`config.mk`:
```
export PLATFORM = sky130hd
export DESIGN_NAME = timer_down_n
export DESIGN_NICKNAME = d
export VERILOG_FILES = /design/src/rtl/timer_down_n_pkg.sv /design/src/rtl/timer_down_n.sv
export SDC_FILE = /design/constraint.sdc
export NUM_CORES = 1
export LEC_CHECK = 0
export CORE_AREA = 2 2 39 41
export DETAILED_ROUTE_END_ITERATION = 8
export DIE_AREA = 0 0 41 43
export PLACE_DENSITY = 0.79
export SYNTH_ARGS = -nofsm -noshare
export SYNTH_HDL_FRONTEND = slang
export SYNTH_SLANG_ARGS = --single-unit
```
`constraint.sdc`:
```
create_clock -name clk -period 4.6 [get_ports clk]
set_input_delay 0.92 -clock clk [delete_from_list [all_inputs] [get_ports clk]]
set_output_delay 0.92 -clock clk [all_outputs]
set_load 0.03 [all_outputs]
```
`src/rtl/timer_down_n_pkg.sv`:
```
// Shared lab definitions for the modulo-N down-counter/timer.
package timer_down_n_pkg;

  localparam int unsigned STATE_W = 2;

  typedef logic [STATE_W-1:0] state_t;

  localparam state_t S_IDLE = 2'd0;
  localparam state_t S_RUN  = 2'd1;
  localparam state_t S_DONE = 2'd2;

endpackage

```
`src/rtl/timer_down_n.sv`:
```
// Loadable modulo-N down-counter/timer with one-shot or auto-reload runs
// and a single-cycle borrow pulse on every expiry.
module timer_down_n
  import timer_down_n_pkg::*;
#(
  parameter int unsigned N            = 10,
  parameter int unsigned counter_bits = 4
) (
  input  logic                    clk,
  input  logic                    r_n,
  input  logic                    en,
  input  logic                    ld,
  input  logic [counter_bits-1:0] d,
  input  logic                    start,
  input  logic                    stop,
  input  logic                    mode,
  output logic [counter_bits-1:0] q,
  output logic                    bo,
  output logic                    busy,
  output logic                    done
);

  localparam logic [counter_bits-1:0] RL_MAX = counter_bits'(N - 1);

  state_t                  state, state_nxt;
  logic [counter_bits-1:0] q_nxt;
  logic [counter_bits-1:0] rl;
  logic [counter_bits-1:0] d_clamped;
  logic [counter_bits-1:0] start_val;

  // A start in the same cycle as a load picks up the freshly clamped value.
  assign d_clamped = (32'(d) >= N) ? RL_MAX : d;
  assign start_val = ld ? d_clamped : rl;

  // State, count and reload registers.
  always_ff @(posedge clk) begin
    if (!r_n) begin
      state <= S_IDLE;
      q     <= '0;
      rl    <= RL_MAX;
    end else begin
      state <= state_nxt;
      q     <= q_nxt;
      if (ld) rl <= d_clamped;
    end
  end

  // Next state and next count: stop > start > enabled count.
  always_comb begin
    state_nxt = state;
    q_nxt     = q;
    case (state)
      S_IDLE: begin
        if (!stop && start) begin
          state_nxt = S_RUN;
          q_nxt     = start_val;
        end
      end
      S_RUN: begin
        if (stop) begin
          state_nxt = S_IDLE;
        end else if (start) begin
          q_nxt = start_val;
        end else if (en) begin
          if (q != '0) begin
            q_nxt = q - counter_bits'(1);
          end else if (mode) begin
            q_nxt = rl;
          end else begin
            state_nxt = S_DONE;
          end
        end
      end
      S_DONE: begin
        if (stop) begin
          state_nxt = S_IDLE;
        end else if (start) begin
          state_nxt = S_RUN;
          q_nxt     = start_val;
        end
      end
      default: begin
        state_nxt = S_IDLE;
        q_nxt     = '0;
      end
    endcase
  end

  // Status decode; bo follows en combinationally within a RUN cycle at zero.
  always_comb begin
    busy = 1'b0;
    done = 1'b0;
    bo   = 1'b0;
    case (state)
      S_RUN: begin
        busy = 1'b1;
        bo   = (q == '0) && en;
      end
      S_DONE:  done = 1'b1;
      default: ;
    endcase
  end

endmodule
```
==> out/results.tsv <==
stage	metric	value	unit
synth	yosysTopAreaCell	dfxtp_1	
route	avgRoutedWirePerCell	12.98	µm
timing	setup_viol_count_final	0	
global_routing	grt_max_degree	11	
clocking	post-cts-setup-buffer-count	0	
synth	synth-edff-count	0	
route	drt-total-wl	1.376	mm
setup_path	crit_chain	clkdlybuf4s50_1 > and3_1 > clkdlybuf4s50_1	
finish	mostFrequentLayoutCell	clkdlybuf4s50_1	
timing	worst_pin_slew	0.3931	ns
die	die-area	1763	µm²
finish	drive_gt1_frac	0.08889	
die	rows	14	
setup_path	cpMaxStageDelayCell	clkdlybuf4s50_1	
synth	avgSynthCellArea	8.602	µm²
status	status	finished clean	
setup_path	crit_family	buffers and inverters	
timing	drv_slew	0	
synth	ys_top_cells_by_area	dfxtp_1 (32%), mux2i_1 (4.8%), a22o_1 (4.2%)	
pwr	power.density	265.1	nW/µm²
clocking	cts_resized	0	
synth	ys_warn_count	0	
global_routing	overflow	0	
route	drt_iter0_drc	3	
setup_path	worst-path-buf-inv	2	
pwr	power	218.6	µW
route	first_pass_iters	4	
synth	synth-async-reset-ratio	0	
finish	ff_latch_area	200.2	µm²
pwr	p_leak	0.3151	nW
finish	multi_input_area	400.4	µm²
die	start_util	0.4476	
global_routing	grt_pass1_vias	522	
setup_path	worst_ep_arrival_time	2.30	ns
route	drc_errors	0	
job	drv_cap	0	
clocking	path_clk_slew	0.06	ns
synth	ys.flop_type	dfxtp_1	
global_routing	grt_first_pass_wirelength	2.318	mm
setup_path	critPathMaxStageDelay	0.67	ns
timing	finalClockSkew	0.006723	ns
clocking	cts-root-buf	clkbuf_4	
clocking	clkLatencyLatePin	0.26	ns
die	die_h	43	µm
finish	num-fill-cells	123	
timing	fin_hold_ws	0.5195	ns
synth	syn_inst	72	
global_routing	grt_antenna_before_repair	0	
finish	layout.nets	105	
finish	diodes	0	
timing	fmax	311.0	MHz
synth	syn_nets	85	
setup_path	ff2ff_path_depth	5	
global_routing	grt_use_total	0.1996	
clocking	cts_buffers	3	
setup_path	crit_top_cell	clkdlybuf4s50_1	
die	io_pins	18	
die	die_w	41	µm
finish	area_growth	33.13	%
pwr	max-vdd-ir-drop	0.1772	mV
synth	ys_ff_latch	10	
min_path	hold_path_class	reg2reg	
clocking	cts_sinks	10	
placement	gp_congestion	0.8346	
timing	min_period	3.216	ns
setup_path	crit_type	in2out	
timing	post-route-period-util	0.6991	
route	drtAntennaViolNets	0	
min_path	min_path_cells	2	
route	via_count	598	
route	viasPerCell	5.642	
placement	dp_hpwl	1.058	mm
clocking	clockBufferDepth	2	
setup_path	worstPathMaxFanout	4	
timing	rsz0062_at_grt	no	
clocking	cts_tree	built	
synth	synth_top_cell_area_share	0.3232	
clocking	cts.htree.levels	1	
setup_path	crit_cells	3	
timing	max_slew_margin	0.7374	
timing	finalHoldViolCount	0	
synth	netlist_area	619.3	µm²
timing	tns	0	ns
synth	synth_seq_area_share	0.3232	
setup_path	crit_path_end_kind	output pin	
setup_path	cp-start-kind	input pin	
finish	layout_common_cells	clkdlybuf4s50_1 (17), dfxtp_1 (10), a21oi_1 (5)	
clocking	cts_hold_buf	0	
setup_path	required	3.68	ns
placement	port-buffer-count	17	
synth	yosysUniqueCellTypes	31	
die	core_area	1384	µm²
## layout make-up
class                           count  share of cell area
Clock buffer                        3             0.02731
Sequential cell                    10              0.2428
Multi-Input combinational cell     57              0.4856
Timing Repair Buffer               17              0.2064
Tap cell                           16             0.02428
Inverter                            3             0.01366
## sequential cells by signal (all words and copies together) (netlist names)
register / cells
rl: 4
q: 4
state: 2
## synth_stat cells (2+ instances only)
library cell  number
dfxtp_1           10
mux2i_1            3
nor3_1             3
ha_1               2
a21boi_0           2
nor2b_1            4
nand2_1            2
or3b_2             2
a31oi_1            2
nand3b_1           2
nand2b_1           4
a211o_1            2
inv_1              3
nand3_1            2
a21oi_1            5
o21ai_0            4
nor2_1             3
a22o_1             3
clkbuf_1           2
## worst min-delay path, cell delays in order, from the launching register on
cell and delay [ns]:
dfxtp_1 0.31, nand2b_1 0.08, a21boi_0 0.08
## power by group
group	total, mW	switching (mW)	internal (mW)
registers	0.0974	0.00597	0.0914
clock network	0.0605	0.0303	0.0302
logic	0.0607	0.0296	0.0311
## cells by family (layout without fill, tap and decap cells)
family | after synthesis | after routing | synth area share
flip-flops | 10 | 10 | 0.3232
buffers and inverters | 5 | 23 | 0.03031
XOR/XNOR | 1 | 1 | 0.01414
multiplexers | 3 | 3 | 0.04849
AO/OA/AOI/OAI | 24 | 24 | 0.2748
adder cells (fa/ha/maj) | 2 | 2 | 0.04040
AND/OR/NAND/NOR | 27 | 27 | 0.2687
## final timing paths
| path | startpoint | endpoint | slack (ns) |
|---|---|---|---|
| worst max register to register | q[0] | q[0] | 2.62 |
| worst max-delay path | en | bo | 1.38 |
| worst min-delay path | rl[1] | rl[1] | 0.52 |
| worst min register to register | rl[1] | rl[1] | 0.52 |
## layer usage
| metal | wire length [µm] | vias up | GRT usage | share of wire |
|---|---|---|---|---|
| li1 | - | 309 | - | - |
| met1 | 712 | 273 | 0.2769 | 0.52 |
| met2 | 600 | 14 | 0.2688 | 0.44 |
| met3 | 49 | 2 | 0.06283 | 0.036 |
| met4 | 14 | 0 | 0.1000 | 0.010 |
| met5 | 0 | - | 0 | 0 |
## metrics by stage
stage | cell area (µm²) | util | worst slack (ns) | instances
after detailed placement | 802.0 | 0.5796 | 1.389 | 103
final | 824.5 | 0.5958 | 1.384 | 106
after CTS | 824.5 | 0.5958 | 1.388 | 106
after global routing | 824.5 | 0.5958 | 1.357 | 106
after floorplan | 619.3 | - | 2.191 | 72
after global placement | 802.0 | 0.5796 | 1.415 | 103
No activity file was read; power rests on OpenSTA's default activity.
